--- src/rtl/sqg_pattern_tx.sv ---
// Serial pattern transmitter: shifts an accepted word out MSB-first, repeated pat_rep+1 times with GAP idle bits between.
// Latency: first bit one cycle after the transfer edge; done pulses the cycle after the last bit.
// Backpressure: pat_ready only in IDLE (not during rst); optional abort input under SQG_ABORT_EN.
module sqg_pattern_tx #(
  parameter int   WIDTH    = 4,
  parameter int   CNT_W    = 8,
  parameter int   GAP      = 1,
  parameter logic IDLE_BIT = 1'b1
) (
  input  logic                       clk,
  input  logic                       rst,
  input  logic                       pat_valid,
  output logic                       pat_ready,
  input  logic [WIDTH-1:0]           pat_data,
  input  logic [$clog2(WIDTH+1)-1:0] pat_len,
  input  logic [CNT_W-1:0]           pat_rep,
  output logic                       out,
  output logic                       out_valid,
  output logic                       busy,
  output logic                       done
`ifdef SQG_ABORT_EN
  ,
  input  logic                       abort
`endif
);

  localparam int LW = $clog2(WIDTH + 1);
  localparam int IW = (WIDTH > 1) ? $clog2(WIDTH) : 1;
  localparam int GW = (GAP > 1) ? $clog2(GAP) : 1;

  typedef enum logic [1:0] {ST_IDLE, ST_SHIFT, ST_GAP} state_t;

  state_t           state_q, state_d;
  logic [WIDTH-1:0] data_q, data_d;
  logic [IW-1:0]    last_q, last_d;   // index of the first (MSB) bit sent, len-1
  logic [IW-1:0]    bit_q, bit_d;
  logic [CNT_W-1:0] rep_q, rep_d;
  logic [GW-1:0]    gap_q, gap_d;
  logic             out_q, out_d;
  logic             out_valid_q, out_valid_d;
  logic             busy_q, busy_d;
  logic             done_q, done_d;
  logic [LW-1:0]    eff_len;
  logic             abort_req;

`ifdef SQG_ABORT_EN
  assign abort_req = abort;
`else
  assign abort_req = 1'b0;
`endif

  assign pat_ready = (state_q == ST_IDLE) && !rst;

  always_comb begin
    eff_len = pat_len;
    if (pat_len == '0 || pat_len > LW'(WIDTH)) eff_len = LW'(WIDTH);
  end

  always_comb begin
    state_d = state_q;
    data_d  = data_q;
    last_d  = last_q;
    bit_d   = bit_q;
    rep_d   = rep_q;
    gap_d   = gap_q;
    done_d  = 1'b0;
    case (state_q)
      ST_IDLE: begin
        if (pat_valid && pat_ready) begin
          data_d  = pat_data;
          last_d  = IW'(eff_len - LW'(1));
          bit_d   = IW'(eff_len - LW'(1));
          rep_d   = pat_rep;
          state_d = ST_SHIFT;
        end
      end
      ST_SHIFT: begin
        if (bit_q != '0) begin
          bit_d = bit_q - IW'(1);
        end else if (rep_q != '0) begin
          rep_d = rep_q - CNT_W'(1);
          if (GAP > 0) begin
            state_d = ST_GAP;
            gap_d   = GW'(GAP - 1);
          end else begin
            bit_d = last_q;
          end
        end else begin
          state_d = ST_IDLE;
          done_d  = 1'b1;
        end
      end
      ST_GAP: begin
        if (gap_q == '0) begin
          state_d = ST_SHIFT;
          bit_d   = last_q;
        end else begin
          gap_d = gap_q - GW'(1);
        end
      end
      default: state_d = ST_IDLE;
    endcase
    // abort beats completion, including on the last-bit cycle
    if (abort_req && state_q != ST_IDLE) begin
      state_d = ST_IDLE;
      done_d  = 1'b0;
    end
    out_valid_d = (state_d == ST_SHIFT);
    out_d       = out_valid_d ? data_d[bit_d] : IDLE_BIT;
    busy_d      = (state_d != ST_IDLE);
  end

  always_ff @(posedge clk) begin
    if (rst) begin
      state_q     <= ST_IDLE;
      data_q      <= '0;
      last_q      <= '0;
      bit_q       <= '0;
      rep_q       <= '0;
      gap_q       <= '0;
      out_q       <= IDLE_BIT;
      out_valid_q <= 1'b0;
      busy_q      <= 1'b0;
      done_q      <= 1'b0;
    end else begin
      state_q     <= state_d;
      data_q      <= data_d;
      last_q      <= last_d;
      bit_q       <= bit_d;
      rep_q       <= rep_d;
      gap_q       <= gap_d;
      out_q       <= out_d;
      out_valid_q <= out_valid_d;
      busy_q      <= busy_d;
      done_q      <= done_d;
    end
  end

  assign out       = out_q;
  assign out_valid = out_valid_q;
  assign busy      = busy_q;
  assign done      = done_q;

endmodule
--- config.mk ---
export PLATFORM = sky130hd
export DESIGN_NAME = sqg_pattern_tx
export DESIGN_NICKNAME = d
export VERILOG_FILES = /design/src/rtl/sqg_pattern_tx.sv
export SDC_FILE = /design/constraint.sdc
export NUM_CORES = 1
export LEC_CHECK = 0
export ABC_AREA = 1
export BUFFER_PORTS_ARGS = -buffer_cell sky130_fd_sc_hd__buf_4
export CAP_MARGIN = 20
export CORE_MARGIN = 2
export CORE_UTILIZATION = 58
export CTS_CLUSTER_SIZE = 25
export DETAILED_ROUTE_END_ITERATION = 8
export PLACE_DENSITY = 0.9
export SLEW_MARGIN = 30
export SYNTH_ARGS = -nofsm -noshare
export SYNTH_HDL_FRONTEND = slang
export SYNTH_SLANG_ARGS = --single-unit
--- constraint.sdc ---
create_clock -name clk -period 2.1 [get_ports clk]
set_clock_uncertainty 0.05 [all_clocks]
set_input_delay 0.525 -clock clk [delete_from_list [all_inputs] [get_ports clk]]
set_output_delay 0.525 -clock clk [all_outputs]
set_load 0.01 [all_outputs]
# Yosys cells after proc, flatten, opt, wreduce, memory -nomap -nowiden
# Cells that the tools add are included.
[classes] n_eq_ne=6 mux=23 order_cmp=2 n_addsub=4 n_reduce_logical=16 bitwise=2
[ops] op="2-to-1 mux 8 bit" n=3
[ops] op="2-to-1 mux 2 bit" n=8
[ops] op="one-hot mux 8 bit (2 select lines)" n=1
[ops] op="one-hot mux 2 bit (3 select lines)" n=2
[ops] op="2-to-1 mux 4 bit" n=2
[ops] op="nonzero test 2 bit" n=4
[ops] op="nonzero test 8 bit" n=1
[ops] op="subtractor 8 x 1 -> 8 bit, second input constant" n=1
[ops] op="2-to-1 mux 1 bit" n=5
[ops] op="== test 2 x 1 -> 1 bit, second input constant" n=2
[ops] op="inequality test 2 bit, second input constant" n=2
[ops] op="AND reduction 4 bit" n=1
[ops] op="subtractor 2 x 1 -> 2 bit, second input constant" n=2
[ops] op="> comparator 3 bit, second input constant" n=1
[ops] op="logical NOT 3 bit" n=1
[ops] op="< comparator 2 x 3 -> 1 bit, second input constant" n=1
[ops] op="AND reduction 3 bit" n=1
[ops] op="OR reduction 3 bit" n=1
[ops] op="binary-select mux 1 bit (select 2 bit)" n=1
[ops] op="== test 2 bit, second input constant" n=1
[ops] op="logical AND 1 bit" n=2
[ops] op="logical NOT 2 bit" n=1
[ops] op="inequality test 2 x 1 -> 1 bit, second input constant" n=1
[ops] op="inverter 1 bit" n=2
[ops] op="other kinds (6)" n=6
[totals] out_inout_bits=5 input_bits=18 ff_bits=23

# Longest topological paths before layout
# Gate-level depths: netlist of the first run.
[logic_depth] word_depth=8 depth_mapped=12 ltp_nobuf=10

# Worst setup path before layout of the first run
# No wires, ideal clock.
[synth_timing] path_kind="input-to-output" start="input port rst" end="output port pat_ready" path_stages=3 path_slack_ps=454 arrival_time_ps=1071 t_required_ps=1525 n_path_buf=2 path_cell_list="buf_2 clkbuf_1 nor2_1"
[synth_via] elab_chain_cells=2
[synth_lines] item="start, declared" line="11" source="input logic rst,"
[synth_lines] item="logical NOT 1 bit" line="52" source="assign pat_ready = (state_q == ST_IDLE) && !rst;"
[synth_lines] item="logical AND 1 bit" line="52"
[synth_lines] item="end, declared" line="13" source="output logic pat_ready,"
# Every way passes these cells.

# Worst setup path in the final report of the first run
[layout_timing] start="register state_q[1]" end="output port pat_ready"
[layout_via] elab_chain_cells=2
[layout_lines] item="start, declared" line="33" source="state_t state_q, state_d;"
[layout_lines] item="start signal, assigned" line="126" source="state_q <= state_d;"
[layout_lines] item="logical NOT 2 bit" line="52"
[layout_lines] item="logical AND 1 bit" line="52"
# Every way passes these cells.

==> impl_metrics.tcl, run 1 <==
set metrics [dict create \
    clk_latency_ps 310 \
    synth_edf_count 0 \
    grt_pass1_vias 1093 \
    rows 16 \
    criticalPathCategory "flip-flop to primary output" \
    die_h_um 49.5 \
    wire_per_inst_um 11.7 \
    cts-root-buf "clkbuf_4" \
    cp-end-kind "primary output" \
    grt_overflow 0 \
    drtIter0Drc 42 \
    max_freq_ghz 0.567 \
    synth_area_leader_cell "dfxtp_1" \
    area_growth_pct 19.6 \
    regToRegSetupSlack_ps 400 \
    holdWs_ps 429 \
    max_slew_margin 0.596 \
    worst-endpoint-required_ps 1520 \
    fin_cells 228 \
    holdPathStages 3 \
    cts_resized 0 \
    total_power_mw 1.10 \
    core_area_sq_um 1960 \
    hold_viol_final 0 \
    firstDrtPassIters 4 \
    syn_inst 177 \
    hpwlAfterDp_um 2010 \
    clkTransAtPathRegs_ps 130 \
    worst_pin_slew_ps 601 \
    p_comb_frac 0.262 \
    drtAntennaViolNets 0 \
    ys.flop_type "dfxtp_1" \
    yosys-top-cells-area "dfxtp_1 (37%), nand2_1 (13%), nor2_1 (6.6%), nand3_1 (5.8%), inv_1 (5.6%)" \
    netlist.area_leader.share 0.367 \
    synth.most_common_cell "nand2_1" \
    crit_path_max_fanout 5 \
    dieArea_sq_um 2450 \
    fin_setup_tns_ps 0 \
    slew_violations 0 \
    min-delay-start "pat_data[1]" \
    antenna_found_initial 0 \
    grt_max_degree 17 \
    clk_path_buf_depth 2 \
    grt_pass1_wl_um 4610 \
    worstPathArrival_ps 1190 \
    vias 1233 \
    seqPwrFrac 0.439 \
    wirelength_um 2660 \
    power.internal_mw 0.764 \
    ys_seq_area_frac 0.367 \
    leakage_nw 0.699 \
    fillers 173 \
    fp.dieW_um 49.5 \
    switching_share 0.303 \
    cts_max_level 1 \
    clock_sinks 22 \
    ctsHoldBuffers 0 \
    r2r_start "state_q[1]" \
    ys.warnings.count 0 \
    start_util 0.612 \
    power.density_nw_per_um2 763 \
    dpl.cell_count 224 \
    routabilityCongestion 0.906 \
    maxCapViolCount 0 \
    ys_types 28 \
    synth_nets 197 \
    power_switching_mw 0.332 \
    drc 0 \
    holdPathEnd "data_q[1]" \
    track_usage 0.241 \
    reg2reg_depth 10 \
    nets 222 \
    regToRegEndpoint "out" \
    holdCritPathClass "input port to flip-flop" \
    cts_setup_buffers 0 \
    layout-drive-gt1-share 0.219 \
    syn_area_sq_um 1200 \
    cts_tree "done" \
    ys_async_sr_fraction 0 \
    syn_area_per_cell_sq_um 6.79 \
    ir_worst_vdd_v 0.000552 \
    status "finished, final reports clean" \
    setup_viol 0 \
    startpoint_type "flip-flop" \
    clkPwrFrac 0.299 \
    synth-seq-cells 22 \
    fin_crit_ps 1760 \
    io_pins 23 \
    rsz0062_at_grt "no" \
    synth_common_cells "nand2_1 (42), dfxtp_1 (22), nor2_1 (21)" \
    portBuffers 22 \
    diodes 0 \
    vias_per_cell 5.41 \
    cts_buffers 3 \
    fin_crit_sh 0.840 \
]
==> power by group through the flow <==
stage                     logic (mW)  clock network [mW]  registers (mW)
final                          0.287               0.328           0.481
after global routing           0.323               0.350           0.486
after CTS                      0.285               0.329           0.481
after detailed placement       0.281                   0           0.490
after global placement         0.273                   0           0.489
after floorplan                0.205                   0           0.487
==> registers in the layout, indices dropped and copies added (netlist names) <==
name,cells
rep_q,8
data_q,4
bit_q,2
last_q,2
state_q,2
busy,1
done,1
out,1
out_valid,1
==> metrics by stage <==
stage | instance area (sq um) | worst slack, ps | utilization
floorplan | 1200 | 454 | -
finish | 1440 | 335 | 0.732
global placement | 1380 | 298 | 0.705
CTS | 1440 | 335 | 0.732
global route | 1440 | 205 | 0.732
detailed placement | 1380 | 218 | 0.705
==> cell usage in the layout (no fill, tap or decap), drive strengths merged <==
cell / Yosys / layout
clkbuf: 1 / 3
nand3b: 1 / 1
o21ai: 10 / 10
buf: 3 / 24
ha: 2 / 2
clkinv: 1 / 1
a21oi: 11 / 11
o211ai: 1 / 1
nor3: 2 / 2
nand3: 17 / 17
or2: 3 / 3
dfxtp: 22 / 22
nor2: 23 / 23
xor2: 2 / 2
nand4: 6 / 6
a31oi: 2 / 2
mux2i: 1 / 1
bufinv: 0 / 1
o21a: 1 / 1
inv: 22 / 22
nand2: 46 / 46
==> cell type report <==
| type | instances | area, sq um | area share |
|---|---|---|---|
| Sequential cell | 22 | 440 | 0.307 |
| Clock inverter | 1 | 30.0 | 0.0209 |
| Tap cell | 27 | 33.8 | 0.0235 |
| Inverter | 23 | 86.3 | 0.0601 |
| Timing Repair Buffer | 24 | 180 | 0.125 |
| Multi-Input combinational cell | 128 | 643 | 0.448 |
| Clock buffer | 3 | 22.5 | 0.0157 |
==> critical path, stage by stage, from the launching register on <==
cell and delay, ps:
dfxtp_1 400, nor2_4 190, inv_1 80, nor2_1 90
buf_4 120
==> logic make-up after synthesis <==
family                   after synthesis  share of synthesized area
multiplexers                           1                    0.00833
XOR/XNOR                               2                     0.0146
flip-flops                            22                      0.367
adder cells (fa/ha/maj)                2                     0.0208
buffers and inverters                 27                     0.0979
AND/OR/NAND/NOR                       98                      0.381
AO/OA/AOI/OAI                         25                      0.110
==> layer usage <==
metal  GRT usage  part of all wire  vias to the layer above
met4      0.0648             0.015                        0
met5           0                 0                        -
li1            -                 -                      627
met1       0.316              0.43                      543
met3      0.0303             0.070                        7
met2       0.419              0.49                       56
==> worst max path at each step <==
stage,from,end,cells past startpoint
after floorplan,rst,pat_ready,3
final,state_q[1],pat_ready,4
after CTS,state_q[1],pat_ready,4
after detailed placement,rst,out,11
after global routing,state_q[1],out,10
after global placement,rst,out,11
No activity file was read; power rests on OpenSTA's default activity.
==> inputs of run 2 (changes only) <==
--- a/config.mk
+++ b/config.mk
@@ -9,10 +9,10 @@
 export BUFFER_PORTS_ARGS = -buffer_cell sky130_fd_sc_hd__buf_4
 export CAP_MARGIN = 20
 export CORE_MARGIN = 2
-export CORE_UTILIZATION = 58
+export CORE_UTILIZATION = 53
 export CTS_CLUSTER_SIZE = 25
 export DETAILED_ROUTE_END_ITERATION = 8
-export PLACE_DENSITY = 0.9
+export PLACE_DENSITY = 0.84
 export SLEW_MARGIN = 30
 export SYNTH_ARGS = -nofsm -noshare
 export SYNTH_HDL_FRONTEND = slang
==> constraint.sdc (replaced) <==
create_clock -name clk -period 1.7 [get_ports clk]
set_clock_uncertainty 0.05 [all_clocks]
set_input_delay 0.425 -clock clk [delete_from_list [all_inputs] [get_ports clk]]
set_output_delay 0.425 -clock clk [all_outputs]
set_load 0.01 [all_outputs]
==> run 2 against run 1 <==
Net effect:
- first-iteration DRC count decreased by 12%
- total power increased by 17%
- cell count increased by 2.6%
- via count increased by 0.49%
- count of clock-buffer cells in the layout increased by 1
- sequential share of layout area decreased by 0.70 points
- hold slack got worse by 92 ps
- critical path type unchanged
- critical endpoint unchanged
- highest routed layer unchanged
==> impl_metrics.tcl, run 2 (same netlist as run 1, synthesis figures left out) <==
set metrics [dict create \
    max_freq_ghz 0.619 \
    die_h_um 51.6 \
    firstDrtPassIters 4 \
    cts_buffers 3 \
    cts_max_level 1 \
    crit_path_max_fanout 5 \
    layout_common_cells "nand2_1 (42), buf_4 (29), dfxtp_1 (22)" \
    drtIter0Drc 37 \
    layout_commonest_cell "nand2_1" \
    total_power_mw 1.28 \
    worst_pin_slew_ps 279 \
    cts_tree "done" \
    place_area_sq_um 1410 \
    criticalPathCategory "flip-flop to primary output" \
    setup_viol 0 \
    ctsHoldBuffers 0 \
    cts-root-buf "clkbuf_4" \
    holdCritPathClass "input port to flip-flop" \
    worst-endpoint-required_ps 1220 \
    cp-end-kind "primary output" \
    rows 17 \
    status "finished, final reports clean" \
    drc 0 \
    drtAntennaViolNets 0 \
    nets 227 \
    hold_viol_final 0 \
    clk_latency_ps 310 \
    vias_per_cell 5.29 \
    hpwlAfterDp_um 2140 \
    wire_per_inst_um 12.6 \
    maxCapViolCount 0 \
    routabilityCongestion 0.892 \
    largest_register_ffs 8 \
    leakage_nw 0.717 \
    ir_worst_vdd_v 0.000603 \
    core_area_sq_um 2170 \
    power.density_nw_per_um2 868 \
    io_pins 23 \
    top_register "rep_q" \
    fp.dieW_um 51.6 \
    slew_violations 0 \
    holdWs_ps 337 \
    fillers 206 \
    grt_pass1_vias 1240 \
    grt_pass1_wl_um 5260 \
    fin_cells 234 \
    worstPathArrival_ps 1140 \
    track_usage 0.265 \
    grt_overflow 0 \
    fin_crit_sh 0.950 \
    antenna_found_initial 0 \
    wirelength_um 2950 \
    rsz0062_at_grt "no" \
    vias 1239 \
    clk_path_buf_depth 2 \
    fin_setup_tns_ps 0 \
    startpoint_type "flip-flop" \
    area_growth_pct 22.4 \
    start_util 0.554 \
    reg.largest.list "rep_q: 8 flops, data_q: 4 flops" \
    max_slew_margin 0.814 \
    portBuffers 22 \
    diodes 0 \
    layout-drive-gt1-share 0.243 \
    clkTransAtPathRegs_ps 120 \
    clock_sinks 22 \
    grt_max_degree 17 \
    final_cell_area_sq_um 1470 \
    dpl.cell_count 228 \
    dieArea_sq_um 2660 \
    fin_crit_ps 1620 \
]
run 2: cell count changes in the layout (fill, tap and decap cells not counted), sizes merged:
cell,before,now
clkbuf,3,4
buf,24,29
bufinv,1,0
run 2: timing repair:
item / 4_1_cts / 5_1_grt
setup endpoints to repair: 0 / 9
gates resized for setup: 0 / 3
setup buffers: 0 / 2
run 2: final cells by class:
type	count	area [sq um]	area share
clock buffers	4	36.3	0.0247
repair buffers	29	218	0.148
multi-input cells	128	652	0.443
flip-flops and latches	22	440	0.300
well taps	28	35.0	0.0238
inverters	23	88.8	0.0604
run 2: worst max-delay path, stage by stage (launching register included):
cell and delay, ps:
dfxtp_1 390, nor2_4 160, inv_1 70, nor2_1 90
buf_4 120
run 2: power by group:
part	internal (mW)	switching, mW
Combinational	0.165	0.222
Sequential	0.560	0.0362
Clock	0.131	0.163
Total	0.856	0.421
run 2: per-stage QoR:
stage                     worst slack [ps]  utilization
after CTS                             21.4        0.666
after detailed placement               115        0.649
after floorplan                        191            -
after global routing                  6.11        0.678
final                                 84.8        0.678
after global placement                 179        0.649
run 2: metal layers:
layer | global-route usage | wire, um | up-vias
li1 | - | - | 629
met1 | 0.307 | 1240 | 553
met2 | 0.485 | 1490 | 50
met3 | 0.0345 | 156 | 7
met4 | 0.110 | 59 | 0
met5 | 0 | 0 | -
run 2: path summary, 6_finish.rpt:
check | start | to | slack (ps) | cells after the start
min reg2reg | data_q[0] | data_q[0] | 430 | 2
min | pat_data[1] | data_q[1] | 340 | 3
max reg2reg | state_q[1] | out | 160 | 11
max | state_q[1] | pat_ready | 80 | 4
